==> src/rtl/regfile_op_sequencer.sv <==
// Multi-cycle, non-pipelined sequencer that reads two registers, runs one ALU
// operation and writes the result back to an external register file.
module regfile_op_sequencer #(
    parameter int DATA_WIDTH = 8,
    parameter int ADDR_WIDTH = 3
) (
    input  logic                  clk,
    input  logic                  rst,
    input  logic                  instr_valid,
    output logic                  instr_ready,
    input  logic [2:0]            instr_op,
    input  logic [ADDR_WIDTH-1:0] instr_rd,
    input  logic [ADDR_WIDTH-1:0] instr_rs1,
    input  logic [ADDR_WIDTH-1:0] instr_rs2,
    output logic [ADDR_WIDTH-1:0] rf_read_addr_1,
    output logic [ADDR_WIDTH-1:0] rf_read_addr_2,
    input  logic [DATA_WIDTH-1:0] rf_read_data_1,
    input  logic [DATA_WIDTH-1:0] rf_read_data_2,
    output logic                  rf_write_en,
    output logic [ADDR_WIDTH-1:0] rf_write_dest,
    output logic [DATA_WIDTH-1:0] rf_write_data,
    output logic                  busy,
    output logic                  done,
    output logic                  flag_zero,
    output logic                  flag_carry
);

    typedef enum logic [1:0] {
        IDLE  = 2'd0,
        READ  = 2'd1,
        EXEC  = 2'd2,
        WRITE = 2'd3
    } state_t;

    typedef enum logic [2:0] {
        OP_ADD  = 3'b000,
        OP_SUB  = 3'b001,
        OP_AND  = 3'b010,
        OP_OR   = 3'b011,
        OP_XOR  = 3'b100,
        OP_SHL1 = 3'b101,
        OP_SHR1 = 3'b110,
        OP_MOV  = 3'b111
    } op_t;

    state_t                state;
    state_t                next_state;
    op_t                   op_q;
    logic [ADDR_WIDTH-1:0] rd_q;
    logic [DATA_WIDTH-1:0] op_a;
    logic [DATA_WIDTH-1:0] op_b;
    logic [DATA_WIDTH:0]   alu_result;
    logic                  alu_zero;
    logic                  accept;

    assign accept = instr_valid && instr_ready;

    always_ff @(posedge clk or posedge rst) begin
        if (rst) begin
            state <= IDLE;
        end else begin
            state <= next_state;
        end
    end

    always_comb begin
        next_state = state;
        case (state)
            IDLE:    if (accept) next_state = READ;
            READ:    next_state = EXEC;
            EXEC:    next_state = WRITE;
            WRITE:   next_state = IDLE;
            default: next_state = IDLE;
        endcase
    end

    // Bit DATA_WIDTH of the ALU result carries carry, borrow or the shifted-out bit.
    always_comb begin
        alu_result = '0;
        case (op_q)
            OP_ADD:  alu_result = {1'b0, op_a} + {1'b0, op_b};
            OP_SUB:  alu_result = {1'b0, op_a} - {1'b0, op_b};
            OP_AND:  alu_result = {1'b0, op_a & op_b};
            OP_OR:   alu_result = {1'b0, op_a | op_b};
            OP_XOR:  alu_result = {1'b0, op_a ^ op_b};
            OP_SHL1: alu_result = {op_a, 1'b0};
            OP_SHR1: alu_result = {op_a[0], 1'b0, op_a[DATA_WIDTH-1:1]};
            OP_MOV:  alu_result = {1'b0, op_a};
            default: alu_result = '0;
        endcase
    end

    assign alu_zero = (alu_result[DATA_WIDTH-1:0] == '0);

    always_ff @(posedge clk or posedge rst) begin
        if (rst) begin
            instr_ready <= 1'b1;
            busy        <= 1'b0;
            rf_write_en <= 1'b0;
            done        <= 1'b0;
        end else begin
            instr_ready <= (next_state == IDLE);
            busy        <= (next_state != IDLE);
            rf_write_en <= (next_state == WRITE);
            done        <= (next_state == WRITE);
        end
    end

    always_ff @(posedge clk or posedge rst) begin
        if (rst) begin
            op_q           <= OP_ADD;
            rd_q           <= '0;
            rf_read_addr_1 <= '0;
            rf_read_addr_2 <= '0;
        end else if (state == IDLE && accept) begin
            op_q           <= op_t'(instr_op);
            rd_q           <= instr_rd;
            rf_read_addr_1 <= instr_rs1;
            rf_read_addr_2 <= instr_rs2;
        end
    end

    // Operands are captured here, so a destination equal to a source is safe.
    always_ff @(posedge clk or posedge rst) begin
        if (rst) begin
            op_a <= '0;
            op_b <= '0;
        end else if (state == READ) begin
            op_a <= rf_read_data_1;
            op_b <= rf_read_data_2;
        end
    end

    always_ff @(posedge clk or posedge rst) begin
        if (rst) begin
            rf_write_dest <= '0;
            rf_write_data <= '0;
            flag_zero     <= 1'b0;
            flag_carry    <= 1'b0;
        end else if (state == EXEC) begin
            rf_write_dest <= rd_q;
            rf_write_data <= alu_result[DATA_WIDTH-1:0];
            flag_zero     <= alu_zero;
            flag_carry    <= alu_result[DATA_WIDTH];
        end
    end

endmodule

==> config.mk <==
export PLATFORM = sky130hd
export DESIGN_NAME = regfile_op_sequencer
export DESIGN_NICKNAME = d
export VERILOG_FILES = /design/src/rtl/regfile_op_sequencer.sv
export SDC_FILE = /design/constraint.sdc
export NUM_CORES = 1
export LEC_CHECK = 0
export ABC_AREA = 1
export BUFFER_PORTS_ARGS = -buffer_cell sky130_fd_sc_hd__buf_2
export CAP_MARGIN = 15
export CORE_AREA = 5 5 94 96
export CTS_CLUSTER_SIZE = 30
export DETAILED_ROUTE_END_ITERATION = 10
export DIE_AREA = 0 0 99 101
export HOLD_SLACK_MARGIN = 0.05
export PLACE_DENSITY = 0.65
export SYNTH_ARGS = -nofsm -noshare
export SYNTH_HDL_FRONTEND = slang
export SYNTH_SLANG_ARGS = --single-unit
==> constraint.sdc <==
create_clock -name clk -period 2.79 [get_ports clk]
set_input_delay 0.558 -clock clk [delete_from_list [all_inputs] [get_ports clk]]
set_output_delay 0.558 -clock clk [all_outputs]
set_load 0.01 [all_outputs]
==> impl_metrics.env <==
export IMPL_run_status="complete, no violations"
export IMPL_path_max_fanout=8
export IMPL_internal_power_mw=2.38
export IMPL_crit_path_end_kind="register"
export IMPL_synth_cell_types=29
export IMPL_synth_seq_cells=46
export IMPL_stdcell_area_um2=3560
export IMPL_skew_ns=0.00468
export IMPL_cp_arrival_ns=2.79
export IMPL_root_buffer="clkbuf_8"
export IMPL_setup_tns_ns=0
export IMPL_dieArea_um2=10000
export IMPL_pwr_share_comb_pct=64.8
export IMPL_htreeDepth=2
export IMPL_ioPinCount=54
export IMPL_drv_cap=0
export IMPL_powerDensity_nw_per_um2=1330
export IMPL_syn_to_final_growth_pct=17.3
export IMPL_crit_type="reg2reg"
export IMPL_start_util_pct=38.1
export IMPL_cts_num_sinks=46
export IMPL_finalSetupViolations=0
export IMPL_final_common_cell="nand2_1"
export IMPL_die_x_um=99
export IMPL_yosysSeqAreaShare_pct=38.0
export IMPL_max_freq_mhz=394
export IMPL_routabilityCongestion=0.887
export IMPL_start_kind="register"
export IMPL_hold_violations=0
export IMPL_ir_drop_uv=453
export IMPL_cts_buffers=5
export IMPL_clock_path_buffers=2
export IMPL_r2r_slack_ns=0.25
export IMPL_grt_pass1_wl_mm=12.0
export IMPL_routedWlPerCell_um=12.8
export IMPL_netlist_instances=390
export IMPL_drv_slew=0
export IMPL_grt_ovfl_total=0
export IMPL_leakage_nw=1.94
export IMPL_ctsHoldBuffers=0
export IMPL_synth_avg_cell_area_um2=7.78
export IMPL_relSlewSlack_pct=38.1
export IMPL_vias=2607
export IMPL_seq_power_share_pct=26.7
export IMPL_vias_per_cell=4.70
export IMPL_routed_wl_mm=7.13
export IMPL_route_met2_wl_mm=3.23
export IMPL_netlist_area_um2=3030
export IMPL_path_clk_slew_ns=0.09
export IMPL_power_frac_clock_pct=8.5
export IMPL_grt_usage_pct=14.9
export IMPL_first_pass_iters=4
export IMPL_wl_met1_mm=3.43
export IMPL_synth_compound_area_share_pct=7.71
export IMPL_top_layer="met4"
export IMPL_grt_pass1_vias=2461
export IMPL_synth_xor_xnor_area_share_pct=1.73
export IMPL_sw_frac_of_total_pct=49.8
export IMPL_fp_row_count=33
export IMPL_synth_top_area_cell="dfrtp_1"
export IMPL_antenna_left=0
export IMPL_p_switching_mw=2.36
export IMPL_stdcell_count=555
export IMPL_rsz0062_at_grt="no"
export IMPL_synth_area_top_cells="dfrtp_1, nand2_1, ha_1"
export IMPL_tritoncts="built"
export IMPL_layout_drive_gt1_share_pct=22.0
export IMPL_dp_cells=543
export IMPL_port_buffers=53
export IMPL_insertion_delay_ns=0.30
export IMPL_drc=0
export IMPL_yosys_area_share_simple_pct=27.4
export IMPL_syn_num_nets=451
export IMPL_layout_common_cells="nand2_1, buf_2, inv_1, dfrtp_1, nor2_1"
export IMPL_layout_min_cycle_time_ns=2.54
export IMPL_grt_max_degree=47
export IMPL_antennaDiodeCount=0
export IMPL_tightest_slew_ns=0.928
export IMPL_dr_wl_met3_um=352
export IMPL_fin_nets=510
export IMPL_drt_iter0_markers=184
export IMPL_synth_top_family_by_area="simple AND/OR/NAND/NOR gates"
export IMPL_core_area_um2=7970
export IMPL_die_height_um=101
export IMPL_synth_area_mux_share_pct=3.34
export IMPL_hp_class="in2async"
export IMPL_synth_warnings=0
export IMPL_period_share_pct=91.1
export IMPL_crit_required_ns=3.04
export IMPL_place_area_um2=3400
export IMPL_grt_antenna_before_repair=0
export IMPL_synth_fa_ha_area_share_pct=12.6
export IMPL_netlist_area_leader_share_pct=37.1
export IMPL_hpwl_mm=5.70
==> worst paths after layout <==
kind                                    from                end  cells past startpoint
max in group asynchronous                rst            op_a[2]                      2
setup / recovery                     op_q[1]          flag_zero                     16
setup reg to reg                     op_q[1]          flag_zero                     16
hold reg to reg                      rd_q[2]   rf_write_dest[2]                      2
hold / removal                           rst  rf_read_addr_1[0]                      2
min in group clk           rf_read_data_2[6]            op_b[6]                      3
==> power groups by stage <==
stage / logic [mW] / clock network [mW] / registers, mW
6_report: 3.07 / 0.403 / 1.27
4_1_cts: 2.99 / 0.423 / 1.26
3_3_place_gp: 2.93 / 0 / 1.26
2_1_floorplan: 2.16 / 0 / 1.28
3_5_place_dp: 2.97 / 0 / 1.27
5_1_grt: 3.57 / 0.457 / 1.32
==> layer usage <==
| layer | GRT usage [%] | vias up |
|---|---|---|
| li1 | - | 1366 |
| met1 | 20.8 | 1171 |
| met2 | 23.0 | 61 |
| met3 | 3.18 | 9 |
| met4 | 4.83 | 0 |
| met5 | 0 | - |
==> critical path: stages, from the launching register on <==
cell and delay (ns):
dfrtp_1 0.41, inv_4 0.12, nand2_4 0.09, nor2_4 0.16
inv_1 0.07, nand2_1 0.07, xor2_1 0.20, inv_1 0.06
ha_1 0.32, or2_2 0.31, nand3b_1 0.13, nand3_1 0.09
nand3_1 0.10, nand2_1 0.06, nor2_1 0.13, nand3_1 0.09
nand2_1 0.06
==> timing repair <==
| action | CTS | global route |
|---|---|---|
| setup buffers | 0 | 4 |
| endpoints found under the setup margin | 0 | 5 |
| hold endpoints to repair | 0 | 0 |
| resized for setup | 0 | 6 |
==> flip-flops by register name, summed over array words and instances, names as in the netlist <==
register,count
busy,1
done,1
flag_carry,1
flag_zero,1
instr_ready,1
op_a,8
op_b,8
op_q,3
rd_q,3
rf_read_addr_1,3
rf_read_addr_2,3
rf_write_data,8
rf_write_dest,3
state,2
==> area by class of cell <==
cell class,count,area (um^2)
Clock inverter,2,13.8
Clock buffer,6,72.6
Sequential cell,46,1150
Multi-Input combinational cell,281,1640
Fill cell,841,4410
Inverter,51,199
Timing Repair Buffer,64,348
Tap cell,105,131
==> kinds of logic after synthesis <==
family	count (synthesis)
simple gates	191
buf+inv	63
flops	46
compound gates	45
fa+ha+maj	30
mux	9
xor+xnor	6
==> cell usage after synthesis <==
master,number
nor2_2,1
mux2_2,9
nor2_1,36
nand2_1,106
inv_2,2
buf_6,4
nor3_1,4
inv_4,2
clkbuf_1,5
or2_2,4
a21oi_1,15
buf_4,2
nand3_1,18
dfrtp_1,45
a31oi_1,3
inv_1,47
ha_1,29
a211oi_1,1
nor2_4,1
nand2_4,1
o21a_1,1
fa_1,1
buf_2,1
dfstp_2,1
xor2_1,6
nand3_2,2
nand3b_1,1
nand4_1,17
o21ai_0,25
==> stage by stage <==
step / utilization, % / hold slack (ns) / power [mW] / setup slack [ns]
6_report: 44.7 / 0.457 / 4.74 / 0.249
5_1_grt: 44.7 / 0.457 / 5.34 / 0.00416
4_1_cts: 43.7 / 0.452 / 4.67 / 0.0962
3_5_place_dp: 42.7 / 0.460 / 4.24 / 0.127
3_3_place_gp: 42.7 / 0.457 / 4.19 / 0.132
2_1_floorplan: - / 0.440 / 3.45 / 0.401
Power figures use the tool's default switching activity.
